<file path="config.mk">
export PLATFORM = sky130hd
export DESIGN_NAME = uart_host_ctrl
export DESIGN_NICKNAME = d
export VERILOG_FILES = /design/src/rtl/uart_host_ctrl.sv
export SDC_FILE = /design/constraint.sdc
export NUM_CORES = 1
export LEC_CHECK = 0
export ABC_CLOCK_PERIOD_IN_PS = 2200
export CORE_MARGIN = 1
export CORE_UTILIZATION = 55
export DETAILED_ROUTE_END_ITERATION = 7
export DONT_BUFFER_PORTS = 1
export PLACE_DENSITY = 0.7
export SLEW_MARGIN = 20
export SYNTH_ARGS = -nofsm -noshare
export SYNTH_HDL_FRONTEND = slang
export SYNTH_SLANG_ARGS = --single-unit
</file>
<file path="constraint.sdc">
create_clock -name clk -period 2.2 [get_ports clk]
set_input_delay 0.22 -clock clk [delete_from_list [all_inputs] [get_ports clk]]
set_output_delay 0.22 -clock clk [all_outputs]
set_load 0.1 [all_outputs]
</file>
<file path="src/rtl/uart_host_ctrl.sv">
// Host-side initiator for the UART divider link: sends CMD,op_a,CMD,op_b with timed pacing,
// then collects a big-endian multi-byte reply with a timeout.
module uart_host_ctrl #(
  parameter logic [7:0]  CMD_BYTE       = 8'h73,
  parameter int unsigned GAP_CYCLES     = 57288,
  parameter int unsigned RESP_BYTES     = 3,
  parameter int unsigned TIMEOUT_CYCLES = 2_000_000
) (
  input  logic                    clk,
  input  logic                    rst,
  input  logic                    start,
  input  logic [7:0]              op_a,
  input  logic [7:0]              op_b,
  output logic [7:0]              tx_data,
  output logic                    tx_ready,
  input  logic [7:0]              rx_data,
  input  logic                    rx_ready,
  output logic [8*RESP_BYTES-1:0] result,
  output logic                    busy,
  output logic                    done,
  output logic                    err
);

  localparam int unsigned ResW = 8 * RESP_BYTES;
  localparam int unsigned GapW = $clog2(GAP_CYCLES + 1);
  localparam int unsigned TmoW = $clog2(TIMEOUT_CYCLES + 1);
  localparam int unsigned RcW  = $clog2(RESP_BYTES + 1);

  typedef enum logic [2:0] {StIdle, StSend, StGap, StWait, StDone} state_e;

  state_e            state_q, state_d;
  logic [7:0]        op_a_q, op_a_d, op_b_q, op_b_d;
  logic [1:0]        bi_q, bi_d;
  logic [GapW-1:0]   gap_q, gap_d;
  logic [TmoW-1:0]   tmo_q, tmo_d;
  logic [RcW-1:0]    rc_q, rc_d;
  logic [ResW-1:0]   shadow_q, shadow_d;
  logic              err_flag_q, err_flag_d;
  logic [7:0]        tx_data_q, tx_data_d;
  logic              tx_ready_q, tx_ready_d;
  logic [ResW-1:0]   result_q, result_d;
  logic              busy_q, busy_d;
  logic              done_q, done_d;
  logic              err_q, err_d;

  // Outputs are registered, so they trail the state register by one clock.
  always_comb begin
    state_d    = state_q;
    op_a_d     = op_a_q;
    op_b_d     = op_b_q;
    bi_d       = bi_q;
    gap_d      = gap_q;
    tmo_d      = tmo_q;
    rc_d       = rc_q;
    shadow_d   = shadow_q;
    err_flag_d = err_flag_q;
    tx_data_d  = tx_data_q;
    tx_ready_d = 1'b0;
    result_d   = result_q;
    busy_d     = (state_q != StIdle);
    done_d     = 1'b0;
    err_d      = 1'b0;

    unique case (state_q)
      StIdle: begin
        if (start) begin
          op_a_d  = op_a;
          op_b_d  = op_b;
          bi_d    = 2'd0;
          state_d = StSend;
        end
      end
      StSend: begin
        case (bi_q)
          2'd1:    tx_data_d = op_a_q;
          2'd3:    tx_data_d = op_b_q;
          default: tx_data_d = CMD_BYTE;
        endcase
        tx_ready_d = 1'b1;
        gap_d      = '0;
        state_d    = StGap;
      end
      StGap: begin
        if (gap_q == GapW'(GAP_CYCLES - 1)) begin
          if (bi_q == 2'd3) begin
            rc_d       = '0;
            tmo_d      = '0;
            err_flag_d = 1'b0;
            state_d    = StWait;
          end else begin
            bi_d    = bi_q + 2'd1;
            state_d = StSend;
          end
        end else begin
          gap_d = gap_q + GapW'(1);
        end
      end
      StWait: begin
        if (rx_ready) begin
          shadow_d = {shadow_q[ResW-9:0], rx_data};
          rc_d     = rc_q + RcW'(1);
        end
        // A final byte arriving on the expiry cycle still counts as success.
        if (rx_ready && (rc_q == RcW'(RESP_BYTES - 1))) begin
          err_flag_d = 1'b0;
          state_d    = StDone;
        end else if (tmo_q == TmoW'(TIMEOUT_CYCLES - 1)) begin
          err_flag_d = 1'b1;
          state_d    = StDone;
        end else begin
          tmo_d = tmo_q + TmoW'(1);
        end
      end
      StDone: begin
        done_d = 1'b1;
        err_d  = err_flag_q;
        if (!err_flag_q) begin
          result_d = shadow_q;
        end
        state_d = StIdle;
      end
      default: state_d = StIdle;
    endcase
  end

  always_ff @(posedge clk) begin
    if (!rst) begin
      state_q    <= StIdle;
      op_a_q     <= '0;
      op_b_q     <= '0;
      bi_q       <= '0;
      gap_q      <= '0;
      tmo_q      <= '0;
      rc_q       <= '0;
      shadow_q   <= '0;
      err_flag_q <= 1'b0;
      tx_data_q  <= '0;
      tx_ready_q <= 1'b0;
      result_q   <= '0;
      busy_q     <= 1'b0;
      done_q     <= 1'b0;
      err_q      <= 1'b0;
    end else begin
      state_q    <= state_d;
      op_a_q     <= op_a_d;
      op_b_q     <= op_b_d;
      bi_q       <= bi_d;
      gap_q      <= gap_d;
      tmo_q      <= tmo_d;
      rc_q       <= rc_d;
      shadow_q   <= shadow_d;
      err_flag_q <= err_flag_d;
      tx_data_q  <= tx_data_d;
      tx_ready_q <= tx_ready_d;
      result_q   <= result_d;
      busy_q     <= busy_d;
      done_q     <= done_d;
      err_q      <= err_d;
    end
  end

  assign tx_data  = tx_data_q;
  assign tx_ready = tx_ready_q;
  assign result   = result_q;
  assign busy     = busy_q;
  assign done     = done_q;
  assign err      = err_q;

endmodule

</file>
==> run metrics <==
FF-to-FF End tmo_q[11]$_SDFFE_PN0P_; Post-synth EDFFs 0; row cnt 35; clock skew 0.0103 ns; Starting Density 0.568; CTS Buf Count 17; Clock transition at path regs 0.06 ns; sequential cell area fraction in the yosys report 0.462; number of synthesized register bits 121; Synth warnings 0; clk sinks 121; Crit. Startpoint tmo_q[16]$_SDFFE_PN0P_; PwrDens 859 mW/mm^2; CP top delay family simple AND/OR/NAND/NOR gates; worst reg2reg startpoint tmo_q[16]$_SDFFE_PN0P_; first-pass GRT wire length 21700 um; Final ANT Viol Nets 0; ANT cells 0; Distinct cells, synth 70; CTS tree yes; RSZ-0062 raised after global routing false; Tmin final 2.02 ns; utilization after layout 0.710; Sum Neg Setup Slack 0 ns; Slew headroom 0.607; maximum buffer depth of the clock tree 2; CP endpoint tmo_q[11]$_SDFFE_PN0P_; Post-Synthesis Cells 645; worst-path cell chain nand4b_1, or4b_1, o21a_1, buf_12, a211oi_1, o21ai_1; Port Buffers 0; max incr delay on CP 0.53 ns; routed via count 4908; Slew Limit Fails 0; Max IR drop VDD 477 uV; Final Hold Fails 0; Layout area overhead 25.0%; DRT Wirelength 13100 um; via density per instance 5.76; Tcrit/Tclk final 0.917; Hold WC Path Type in -> reg; outcome completed; Synth async-reset ratio 0; Die H 99.7 um; data required time of the critical path 2.60 ns; synthesized cell area 0.00525 mm^2; Pleak 2.36 nW; Avg Cell Area, Syn 8.14 um^2; Post-Syn Nets 678; IO Count 64; DIE AREA 0.00994 mm^2; GP Congestion 0.876; ys flop type dfxtp_1; grt ovf 0; final setup violation count 0; CP Max Fanout 18; initial antenna violation count 0; chip width 99.7 um; crit path max-delay cell type or4b_1; clk_lat worst skew 0.52 ns; Clock Tree Root clkbuf_8; H-tree Lvls 4; Critical Path AT 2.42 ns; worst slew pin tran 0.588 ns; vias in the first global route 4584; Total GRT Usage 0.275; Multi-input gate area 0.00257 mm^2; DPL Wire Length 8180 um; CP Launch Type register; number of fill cells in the layout 699; R2R setup slack 0.18 ns; pin count of the biggest net entering global routing 49; Routed WL per cell 15.4 um; Worst Path Buf+Inv 1; MaxCap Viol Count 0; Worst Reg-to-Reg Cells 6; PnR Total Power 5.63 mW; CP Class reg -> reg; flip-flop and latch area 0.00242 mm^2; Layout Cell Area excl Fill 0.00656 mm^2; drt pass-1 iters 5; hold path cells 4; cell depth of the worst setup path 6; floorplan core area 0.00924 mm^2; Cell Area, Placed 0.00567 mm^2; Nets 743; f_max 495 MHz; layout cells sized above 1 0.162; drt first-iter violations 456; # DRC 0; Worst setup EP type register
-- routing by layer --
metal / GRT usage / vias up / part of all wire
li1: - / 2409 / -
met4: 0.0882 / 0 / 0.012
met2: 0.454 / 193 / 0.48
met3: 0.0597 / 16 / 0.057
met1: 0.358 / 2290 / 0.45
met5: 0 / - / 0
-- power breakdown --
group / switching, mW / internal (mW)
Sequential: 0.0366 / 2.25
Combinational: 0.409 / 0.172
Clock: 1.03 / 1.74
-- worst min-delay path: stages --
cell      delay, ns
and2_1         0.11
a211oi_1       0.05
a21oi_1        0.11
nor2_1         0.05
-- metrics by stage --
step                      worst slack [ns]  hold WS (ns)  std cells
after floorplan                      0.327         0.356        645
after global placement               0.239         0.358        791
after detailed placement             0.213         0.366        791
after CTS                            0.153        0.0601        850
after global routing                0.0155        0.0839        852
final                                0.182        0.0722        852
-- placed cells by master (no fill, tap or decap), types with 4 or more instances in the layout --
cell	Yosys	routed
inv_6	0	4
and2_1	4	4
ha_1	5	5
and3_1	5	5
inv_1	10	10
clkbuf_16	0	16
o21a_1	7	7
o211ai_1	4	4
nor3_1	9	9
a31oi_1	20	20
clkinvlp_4	0	4
o21ai_1	4	4
dlygate4sd3_1	0	27
nor2_1	28	28
o21ai_0	13	13
nor4_1	4	4
buf_4	1	65
a21oi_2	4	5
dfxtp_1	121	121
a21oi_1	85	84
nand3_1	21	21
a211oi_1	4	4
nand4_1	8	8
nand2_1	163	163
mux2i_1	6	6
a22oi_1	6	6
or2_2	4	4
nor4b_1	4	4
xnor2_1	4	4
-- flip-flops by register name (all words and copies together) (netlist names) --
| name | cells |
|---|---|
| op_b_q | 8 |
| err | 1 |
| result | 24 |
| bi_q | 2 |
| tmo_q | 21 |
| rc_q | 2 |
| gap_q | 16 |
| shadow_q | 24 |
| state_q | 3 |
| tx_data | 8 |
| err_flag_q | 1 |
| done | 1 |
| tx_ready | 1 |
| op_a_q | 8 |
| busy | 1 |
-- synth_stat cells, types with 3 or more instances --
cell       number  area share
dfxtp_1       121        0.46
o211ai_1        4      0.0057
ha_1            5       0.012
nor4b_1         4      0.0067
a221oi_1        3      0.0050
nand4_1         8      0.0095
clkbuf_1       31       0.022
and3_1          5      0.0060
nand4b_1        3      0.0050
nor3_1          9      0.0086
and2_1          4      0.0048
nand3_1        21       0.020
o21ai_0        13       0.012
o21ai_1         4      0.0038
nor4_1          4      0.0048
o21a_1          7       0.010
inv_1          10      0.0072
o2111ai_1       3      0.0050
nand2_1       163        0.12
nor2_1         28       0.020
xnor2_1         4      0.0067
a31oi_1        20       0.024
buf_2           7      0.0067
a21oi_1        85       0.081
buf_6           3      0.0064
a21oi_2         4      0.0067
or2_2           4      0.0048
mux2i_1         6       0.011
a211oi_1        4      0.0057
a22oi_1         6      0.0086
-- how the worst min path moves through the flow --
| stage | start | endpoint | slack, ns |
|---|---|---|---|
| after floorplan | op_a[0] | op_a_q[0]$_SDFFE_PN0P_ | 0.36 |
| final | rx_ready | rc_q[0]$_SDFFE_PN0P_ | 0.07 |
| after CTS | rx_ready | rc_q[0]$_SDFFE_PN0P_ | 0.06 |
| after global placement | op_a[6] | op_a_q[6]$_SDFFE_PN0P_ | 0.36 |
| after global routing | rx_ready | err_flag_q$_SDFFE_PN0P_ | 0.08 |
| after detailed placement | op_a[2] | op_a_q[2]$_SDFFE_PN0P_ | 0.37 |
-- layout make-up --
type,count,area share
Multi-Input combinational cell,466,0.391
Tap cell,129,0.0246
Clock buffer,19,0.0643
Clock inverter,13,0.0257
Inverter,11,0.00629
Timing Repair Buffer,93,0.119
Sequential cell,121,0.369
-- logic make-up (layout without fill, tap and decap cells) --
| kind of cell | Yosys count | after routing | share of synthesized area |
|---|---|---|---|
| and+or+nand+nor | 274 | 274 | 0.245 |
| AOI/OAI and AO/OA | 175 | 175 | 0.207 |
| DFF | 121 | 121 | 0.462 |
| buffers and inverters | 58 | 136 | 0.0532 |
| xor gates and xnor gates | 6 | 6 | 0.0100 |
| muxes | 6 | 6 | 0.0114 |
| adders and majority gates | 5 | 5 | 0.0119 |
-- timing repair --
action	in CTS	in global routing
hold buffers	27	0
setup buffers	0	2
endpoints found under the setup margin	0	1
resized for setup	0	2
hold endpoints to repair	41	0
Power figures use the tool's default switching activity.
